## src/rtl/main_control_sequencer.sv

```systemverilog
// main_control_sequencer: run/step/stop sequencer and opcode decoder driving the
// control inputs of a single-cycle datapath, with halt/illegal detection and
// saturating retired / taken-branch counters.
module main_control_sequencer #(
    parameter int unsigned EXEC_CYCLES = 2,
    parameter logic [5:0]  HALT_OPCODE = 6'h3F,
    parameter int unsigned COUNT_WIDTH = 32
) (
    input  logic                   clk,
    input  logic                   rst,
    input  logic                   start,
    input  logic                   stepMode,
    input  logic                   step,
    input  logic                   stop,
    input  logic [5:0]             OpCode,
    input  logic                   isZero,
    output logic                   RegDst,
    output logic                   RegWrite,
    output logic [1:0]             ALUOp,
    output logic                   ALUSrc,
    output logic                   MemRead,
    output logic                   MemWrite,
    output logic                   MemtoReg,
    output logic                   Branch,
    output logic                   Jump,
    output logic                   updatePC,
    output logic                   running,
    output logic                   halted,
    output logic                   illegalOp,
    output logic [COUNT_WIDTH-1:0] retiredCount,
    output logic [COUNT_WIDTH-1:0] takenCount
);

    localparam int unsigned PHASE_W = (EXEC_CYCLES > 1) ? $clog2(EXEC_CYCLES) : 1;
    localparam logic [PHASE_W-1:0] LAST_PHASE = PHASE_W'(EXEC_CYCLES - 1);

    typedef enum logic [2:0] {
        S_IDLE,
        S_WAIT_STEP,
        S_EXEC,
        S_HALT,
        S_ERROR
    } state_t;

    state_t                 state_q;
    logic [PHASE_W-1:0]     phase_q;
    logic                   stop_q;
    logic [COUNT_WIDTH-1:0] retired_q, retired_d;
    logic [COUNT_WIDTH-1:0] taken_q, taken_d;

    logic       is_halt, dec_known, dec_legal;
    logic       dec_regdst, dec_alusrc, dec_memtoreg, dec_regwrite;
    logic       dec_memread, dec_memwrite, dec_branch, dec_jump;
    logic [1:0] dec_aluop;
    logic       in_exec, first_phase, last_phase, abort, commit, stop_seen;

    // Opcode decode; the halt opcode and unknown opcodes decode to all zeros
    always_comb begin
        dec_known    = 1'b1;
        dec_regdst   = 1'b0;
        dec_alusrc   = 1'b0;
        dec_memtoreg = 1'b0;
        dec_regwrite = 1'b0;
        dec_memread  = 1'b0;
        dec_memwrite = 1'b0;
        dec_branch   = 1'b0;
        dec_jump     = 1'b0;
        dec_aluop    = 2'b00;
        is_halt      = (OpCode == HALT_OPCODE);
        case (OpCode)
            6'h00: begin dec_regdst = 1'b1; dec_regwrite = 1'b1; dec_aluop = 2'b10; end
            6'h23: begin dec_alusrc = 1'b1; dec_memtoreg = 1'b1; dec_regwrite = 1'b1; dec_memread = 1'b1; end
            6'h2B: begin dec_alusrc = 1'b1; dec_memwrite = 1'b1; end
            6'h08: begin dec_alusrc = 1'b1; dec_regwrite = 1'b1; end
            6'h04: begin dec_branch = 1'b1; dec_aluop = 2'b01; end
            6'h02: begin dec_jump = 1'b1; end
            default: dec_known = 1'b0;
        endcase
        if (is_halt) begin
            dec_known    = 1'b0;
            dec_regdst   = 1'b0;
            dec_alusrc   = 1'b0;
            dec_memtoreg = 1'b0;
            dec_regwrite = 1'b0;
            dec_memread  = 1'b0;
            dec_memwrite = 1'b0;
            dec_branch   = 1'b0;
            dec_jump     = 1'b0;
            dec_aluop    = 2'b00;
        end
        dec_legal = dec_known;
    end

    // Sequencing qualifiers; halt/illegal at phase 0 pre-empts a same-cycle commit
    always_comb begin
        in_exec     = (state_q == S_EXEC);
        first_phase = (phase_q == '0);
        last_phase  = (phase_q == LAST_PHASE);
        abort       = in_exec && first_phase && !dec_legal;
        commit      = in_exec && last_phase && !abort;
        stop_seen   = stop_q || stop;
    end

    // Saturating counter next values
    always_comb begin
        retired_d = retired_q;
        taken_d   = taken_q;
        if (commit && (retired_q != '1)) begin
            retired_d = retired_q + COUNT_WIDTH'(1);
        end
        if (commit && dec_branch && isZero && (taken_q != '1)) begin
            taken_d = taken_q + COUNT_WIDTH'(1);
        end
    end

    // Datapath controls: selects follow decode during EXEC, strobes only on commit
    always_comb begin
        RegDst       = in_exec && dec_regdst;
        ALUSrc       = in_exec && dec_alusrc;
        MemtoReg     = in_exec && dec_memtoreg;
        MemRead      = in_exec && dec_memread;
        Branch       = in_exec && dec_branch;
        Jump         = in_exec && dec_jump;
        ALUOp        = in_exec ? dec_aluop : 2'b00;
        RegWrite     = commit && dec_regwrite;
        MemWrite     = commit && dec_memwrite;
        updatePC     = commit && dec_legal;
        running      = in_exec;
        halted       = (state_q == S_HALT);
        illegalOp    = (state_q == S_ERROR);
        retiredCount = retired_q;
        takenCount   = taken_q;
    end

    // Sequencer state, phase counter, stop latch and counters
    always_ff @(posedge clk) begin
        if (!rst) begin
            state_q   <= S_IDLE;
            phase_q   <= '0;
            stop_q    <= 1'b0;
            retired_q <= '0;
            taken_q   <= '0;
        end else begin
            retired_q <= retired_d;
            taken_q   <= taken_d;
            case (state_q)
                S_IDLE: begin
                    if (start) begin
                        state_q <= stepMode ? S_WAIT_STEP : S_EXEC;
                        phase_q <= '0;
                    end
                end
                S_WAIT_STEP: begin
                    if (stop) begin
                        state_q <= S_IDLE;
                        stop_q  <= 1'b0;
                    end else if (step) begin
                        state_q <= S_EXEC;
                        phase_q <= '0;
                    end
                end
                S_EXEC: begin
                    if (stop) begin
                        stop_q <= 1'b1;
                    end
                    if (abort) begin
                        state_q <= is_halt ? S_HALT : S_ERROR;
                    end else if (last_phase) begin
                        phase_q <= '0;
                        if (stop_seen) begin
                            state_q <= S_IDLE;
                            stop_q  <= 1'b0;
                        end else if (stepMode) begin
                            state_q <= S_WAIT_STEP;
                        end
                    end else begin
                        phase_q <= phase_q + PHASE_W'(1);
                    end
                end
                default: begin
                    state_q <= state_q;
                end
            endcase
        end
    end

endmodule

```

## config.mk

```make
export PLATFORM = sky130hd
export DESIGN_NAME = main_control_sequencer
export DESIGN_NICKNAME = d
export VERILOG_FILES = /design/src/rtl/main_control_sequencer.sv
export SDC_FILE = /design/constraint.sdc
export NUM_CORES = 1
export LEC_CHECK = 0
export ABC_AREA = 1
export CORE_UTILIZATION = 30
export DETAILED_ROUTE_END_ITERATION = 10
export PLACE_DENSITY = 0.51
export SYNTH_ARGS = -nofsm -noshare
export SYNTH_HDL_FRONTEND = slang
export SYNTH_SLANG_ARGS = --single-unit
export TNS_END_PERCENT = 5
```

## constraint.sdc

```tcl
create_clock -name clk -period 2.6 [get_ports clk]
set_input_delay 0.52 -clock clk [delete_from_list [all_inputs] [get_ports clk]]
set_output_delay 0.52 -clock clk [all_outputs]
set_load 0.01 [all_outputs]
```

## Yosys cells after proc, flatten, opt, wreduce, memory -nomap -nowiden

Cells that the tools add are included.

- Flip-flop bits (word level): 69
- Word-level logic and storage cells: 99

- Equality and inequality tests: 20
- Reduce and logical (&&, ||, !) cells: 29
- Bitwise logic cells: 1
- $add $sub $neg: 3
- Muxes and demuxes: 41

Operator list:

| cell | number |
|---|---|
| $add A32 B1 Y32 const B | 2 |
| $ne A32 B32 Y1 const B | 2 |
| $mux W1 | 26 |
| $mux W3 | 8 |
| $eq A6 B6 Y1 const B | 3 |
| $logic_and A1 B1 Y1 | 16 |
| $ne A2 B2 Y1 const B | 5 |
| $reduce_and A5 Y1 | 2 |
| $pmux W3 S3 | 1 |
| $eq A3 B2 Y1 const B | 2 |
| $eq A6 B2 Y1 const B | 1 |
| $eq A6 B3 Y1 const B | 1 |
| $eq A6 B4 Y1 const B | 1 |
| $logic_not A6 Y1 | 1 |
| $mux W2 | 3 |
| $reduce_or A3 Y1 | 2 |
| $reduce_or A6 Y1 | 1 |
| $ne A4 B2 Y1 const B | 1 |
| $pmux W2 S2 | 1 |
| $eq A3 B1 Y1 const B | 1 |
| $eq A3 B3 Y1 const B | 1 |
| $logic_not A3 Y1 | 1 |
| $ne A3 B2 Y1 const B | 1 |
| $ne A3 B3 Y1 const B | 1 |
| other kinds (9) | 10 |

## Logic depth before layout (Yosys ltp)

Gate-level depths: netlist of run 1.

- Depth in word-level cells: 11
- Mapped depth: 13
- Mapped depth without buffers: 13

## Least setup slack after synthesis of run 1

No wires, ideal clock.

- Path kind: input-to-output
- Start: in OpCode[5]
- End: out updatePC
- Cell stages on the path: 5
- Arrival: 1221 ps
- Buffers on the path: 0
- Path slack: 859 ps
- Required time: 2080 ps
- Cells stage by stage: nor2_1 -> nand3_1 -> nand2_1 -> nor2_1 -> a21oi_1

- Word-level cells in the longest chain between the ends: 9
- Elaborated cells between the ends (all ways): 15
- Classes of those cells: eq/ne: 6; mux: 2; reduce/logical: 7

Ends and longest elaborated chain:

| what | RTL line | source |
|---|---|---|
| start: declaration | 15 | `input logic [5:0] OpCode,` |
| $eq A6 B3 Y1, or another cell as far along | 70 | `case (OpCode)` |
| $reduce_or A6 Y1 (no line) | -- |  |
| $mux W1 | 70 |  |
| $mux W1 * | 79 | `if (is_halt) begin` |
| $logic_not A1 Y1 | 99 | `abort = in_exec && first_phase && !dec_legal;` |
| $logic_and A1 B1 Y1 | 99 |  |
| $logic_not A1 Y1 | 100 | `commit = in_exec && last_phase && !abort;` |
| $logic_and A1 B1 Y1 | 100 |  |
| $logic_and A1 B1 Y1 * | 127 | `updatePC = commit && dec_legal;` |
| end: declaration | 26 | `output logic updatePC,` |

Every way passes the cells marked *; elsewhere a longest branch is shown, timed or not.

## Final worst setup path of run 1

- Start: in OpCode[5]
- End: out RegDst

- Word-level cells in the longest chain between the ends: 4
- Elaborated cells between the ends (all ways): 5
- Classes of those cells: eq/ne: 1; mux: 2; reduce/logical: 2

Ends and longest elaborated chain:

| what | RTL line | source |
|---|---|---|
| $logic_not A6 Y1 | 70 |  |
| $mux W1 | 70 |  |
| $mux W1 * | 79 |  |
| $logic_and A1 B1 Y1 * | 118 | `RegDst = in_exec && dec_regdst;` |
| end: declaration | 17 | `output logic RegDst,` |

Marked as above.

==> flow_metrics.tcl, run 1 <==
set metrics [dict create \
    reg2reg_slack_ns 0.49 \
    portBuffers 90 \
    synthesis.nets 728 \
    synth_area_sq_um 4400 \
    die_w_microns 123 \
    drt_wl_total_mm 13.1 \
    hold_ws_ns 0.459 \
    synth-warning-count 0 \
    power.internal_mw 1.95 \
    worstPathArrival_ns 2.09 \
    seq_area_frac_synth 0.314 \
    seq_power_share 0.414 \
    syn2layout_area_growth_pct 32.0 \
    drc 0 \
    drv_slew 0 \
    grt-ovfl-total 0 \
    multi_input_area_sq_um 2690 \
    clock_skew_ns 0.00881 \
    antenna_cells 0 \
    tightest_slew_ns 0.710 \
    r2r-end "takenCount[6]" \
    wl_per_cell_microns 13.2 \
    total_power_mw 2.65 \
    layout-drive-gt1-share 0.0741 \
    postCtsHoldBufs 0 \
    ant_nets 0 \
    drt_iter0_drc 250 \
    via_count 4675 \
    holdCritPathClass "flip-flop to flip-flop" \
    hold_viol 0 \
    p_comb_frac 0.123 \
    swShare 0.265 \
    initial_core_util 0.312 \
    grt_pass1_wl_mm 21.4 \
    dp.cells 974 \
    synth_flop_cell "dfxtp_1" \
    rows 43 \
    p_sw_mw 0.702 \
    synthArstFlopShare 0 \
    vias_per_cell 4.72 \
    n_fill_cell 1512 \
    fmax_mhz 382 \
    r2r.worst_path.cells 11 \
    final_cell_mix "nand2_1 (249), nor2_1 (106), clkdlybuf4s50_1 (81), dfxtp_1 (69), a21oi_1 (60)" \
    grt_pass1_vias 4288 \
    cts_buffer_depth 2 \
    synth_cells 713 \
    ios 91 \
    setup_violations 2 \
    grt_usage 0.181 \
    antenna_found_initial 0 \
    yosysUniqueCellTypes 34 \
    rsz0062_at_grt "yes" \
    regArea_sq_um 1380 \
    synth_top_area_share 0.314 \
    cts_tree "done" \
    hold_path_depth 2 \
    ys_ff_latch 69 \
    crit_required_ns 2.08 \
    timing.rr.start "takenCount[0]" \
    slew_headroom 0.526 \
    die_y_microns 123 \
    yosysTopAreaCell "dfxtp_1" \
    p_leak_nw 2.17 \
    coreArea_sq_um 14100 \
    place_ws_ns -0.132 \
    final_cells 990 \
    post_cts_buffers 0 \
    cts_made_buffers 9 \
    drv_cap 0 \
    htree_levels 3 \
    fin_ws_ns -0.0148 \
    failed_checks "setup timing" \
    irDropWorstVdd_mv 0.283 \
    cts_root_buf "clkbuf_16" \
    dpl.hpwl_mm 9.89 \
    fin_crit_ns 2.61 \
    nets 820 \
    place_congestion 0.875 \
    criticalPathCategory "input pin to output port" \
    outcome "complete, but fails checks" \
    timing.final.crit_share 1.01 \
    synth.avg_cell_area_sq_um 6.17 \
    clock_latency_ns 0.34 \
    die_area_sq_um 15200 \
    synth_edf_count 0 \
    clkTransAtPathRegs_ns 0.06 \
    hold_path.startpoint "stop_q" \
    power.density_nw_per_um2 456 \
    pwr-share-clk 0.463 \
    startpoint_type "input pin" \
    final_common_cell "nand2_1" \
    min_to "stop_q" \
    synth_area_leaders "dfxtp_1 (31%), nand2_1 (21%), nor2_1 (9.4%)" \
    grt_max_degree 43 \
    dr.pass1.iters 5 \
    worst-path-max-fanout 4 \
    critPathLaunch "OpCode[5]" \
    cts_sinks 69 \
    worstSetupEndpointType "output port" \
]
-- power by group through the flow --
stage	logic [mW]	clock network [mW]	registers, mW
5_1_grt	0.371	1.30	1.10
2_1_floorplan	0.217	0	1.12
4_1_cts	0.328	1.26	1.10
3_3_place_gp	0.323	0	1.12
3_5_place_dp	0.326	0	1.12
6_report	0.326	1.22	1.10
-- routing by layer --
layer,GRT usage,up-vias,share of wire
met2,0.291,109,0.45
li1,-,2442,-
met4,0.0648,0,0.018
met5,0,-,0
met3,0.0277,22,0.042
met1,0.243,2102,0.49
-- cells in the mapped netlist (2+ instances only) --
library cell,count
o21ai_0,8
nand3b_1,4
nand2_2,2
nand2_1,249
inv_2,7
ha_1,2
buf_2,4
nor2_2,5
nor2_1,110
xor2_1,27
o21ai_1,3
nand3_1,31
dfxtp_1,69
xnor2_1,15
buf_6,3
buf_4,7
nor3_1,24
nor3b_1,3
a21oi_1,60
nand4_1,8
clkbuf_1,7
nor3_2,6
nand2_4,2
inv_1,47
-- worst max path at each step --
stage,to,slack (ns),depth (start not counted)
after detailed placement,updatePC,-0.13,7
final,RegDst,-0.01,5
after global placement,updatePC,-0.07,7
after CTS,Jump,-0.02,6
after global routing,ALUOp[1],-0.09,5
after floorplan,updatePC,0.86,5
-- through the flow --
| step | utilization | cell area, sq um | TNS [ns] |
|---|---|---|---|
| floorplan | - | 4400 | 0 |
| global placement | 0.390 | 5500 | -0.0930 |
| detailed placement | 0.390 | 5500 | -0.491 |
| CTS | 0.411 | 5790 | -0.0218 |
| global route | 0.412 | 5810 | -0.169 |
| finish | 0.412 | 5810 | -0.0283 |
-- kinds of logic after synthesis --
| logic type | Yosys count | share of synthesized area |
|---|---|---|
| AOI/OAI and AO/OA | 75 | 0.0876 |
| xor gates and xnor gates | 42 | 0.0836 |
| adders and majority gates | 2 | 0.00568 |
| buffers and inverters | 77 | 0.0787 |
| DFF | 69 | 0.314 |
| and+or+nand+nor | 448 | 0.431 |
-- critical path, stage by stage --
cell and delay, ns:
clkdlybuf4s50_1 0.49, nor2_2 0.21, nand3_1 0.14, nor2_1 0.17
clkdlybuf4s50_1 0.57
-- layout make-up --
cell class / instances / area share
Multi-Input combinational cell: 567 / 0.463
Sequential cell: 69 / 0.238
Timing Repair Buffer: 102 / 0.173
Clock buffer: 9 / 0.0388
Tap cell: 180 / 0.0388
Inverter: 56 / 0.0368
Clock inverter: 7 / 0.0114
-- registers in the layout (all words and copies together), names as in the netlist --
register / flops
retiredCount: 32
takenCount: 32
state_q: 3
last_phase: 1
stop_q: 1
-- what timing repair did --
action,4_1_cts,5_1_grt
pin swaps,0,0
resized for setup,8,6
gates cloned,0,0
setup endpoints to repair,7,7
(Power assumes the default switching activity.)
==> run 2: changes to the inputs <==
--- a/config.mk
+++ b/config.mk
@@ -8,6 +8,7 @@
 export ABC_AREA = 1
 export CORE_UTILIZATION = 30
 export DETAILED_ROUTE_END_ITERATION = 10
+export HOLD_SLACK_MARGIN = 0.15
 export PLACE_DENSITY = 0.51
 export SYNTH_ARGS = -nofsm -noshare
 export SYNTH_HDL_FRONTEND = slang
==> results of run 2 <==
Same layout as run 1: the final DEF is identical, and so are final timing and power.
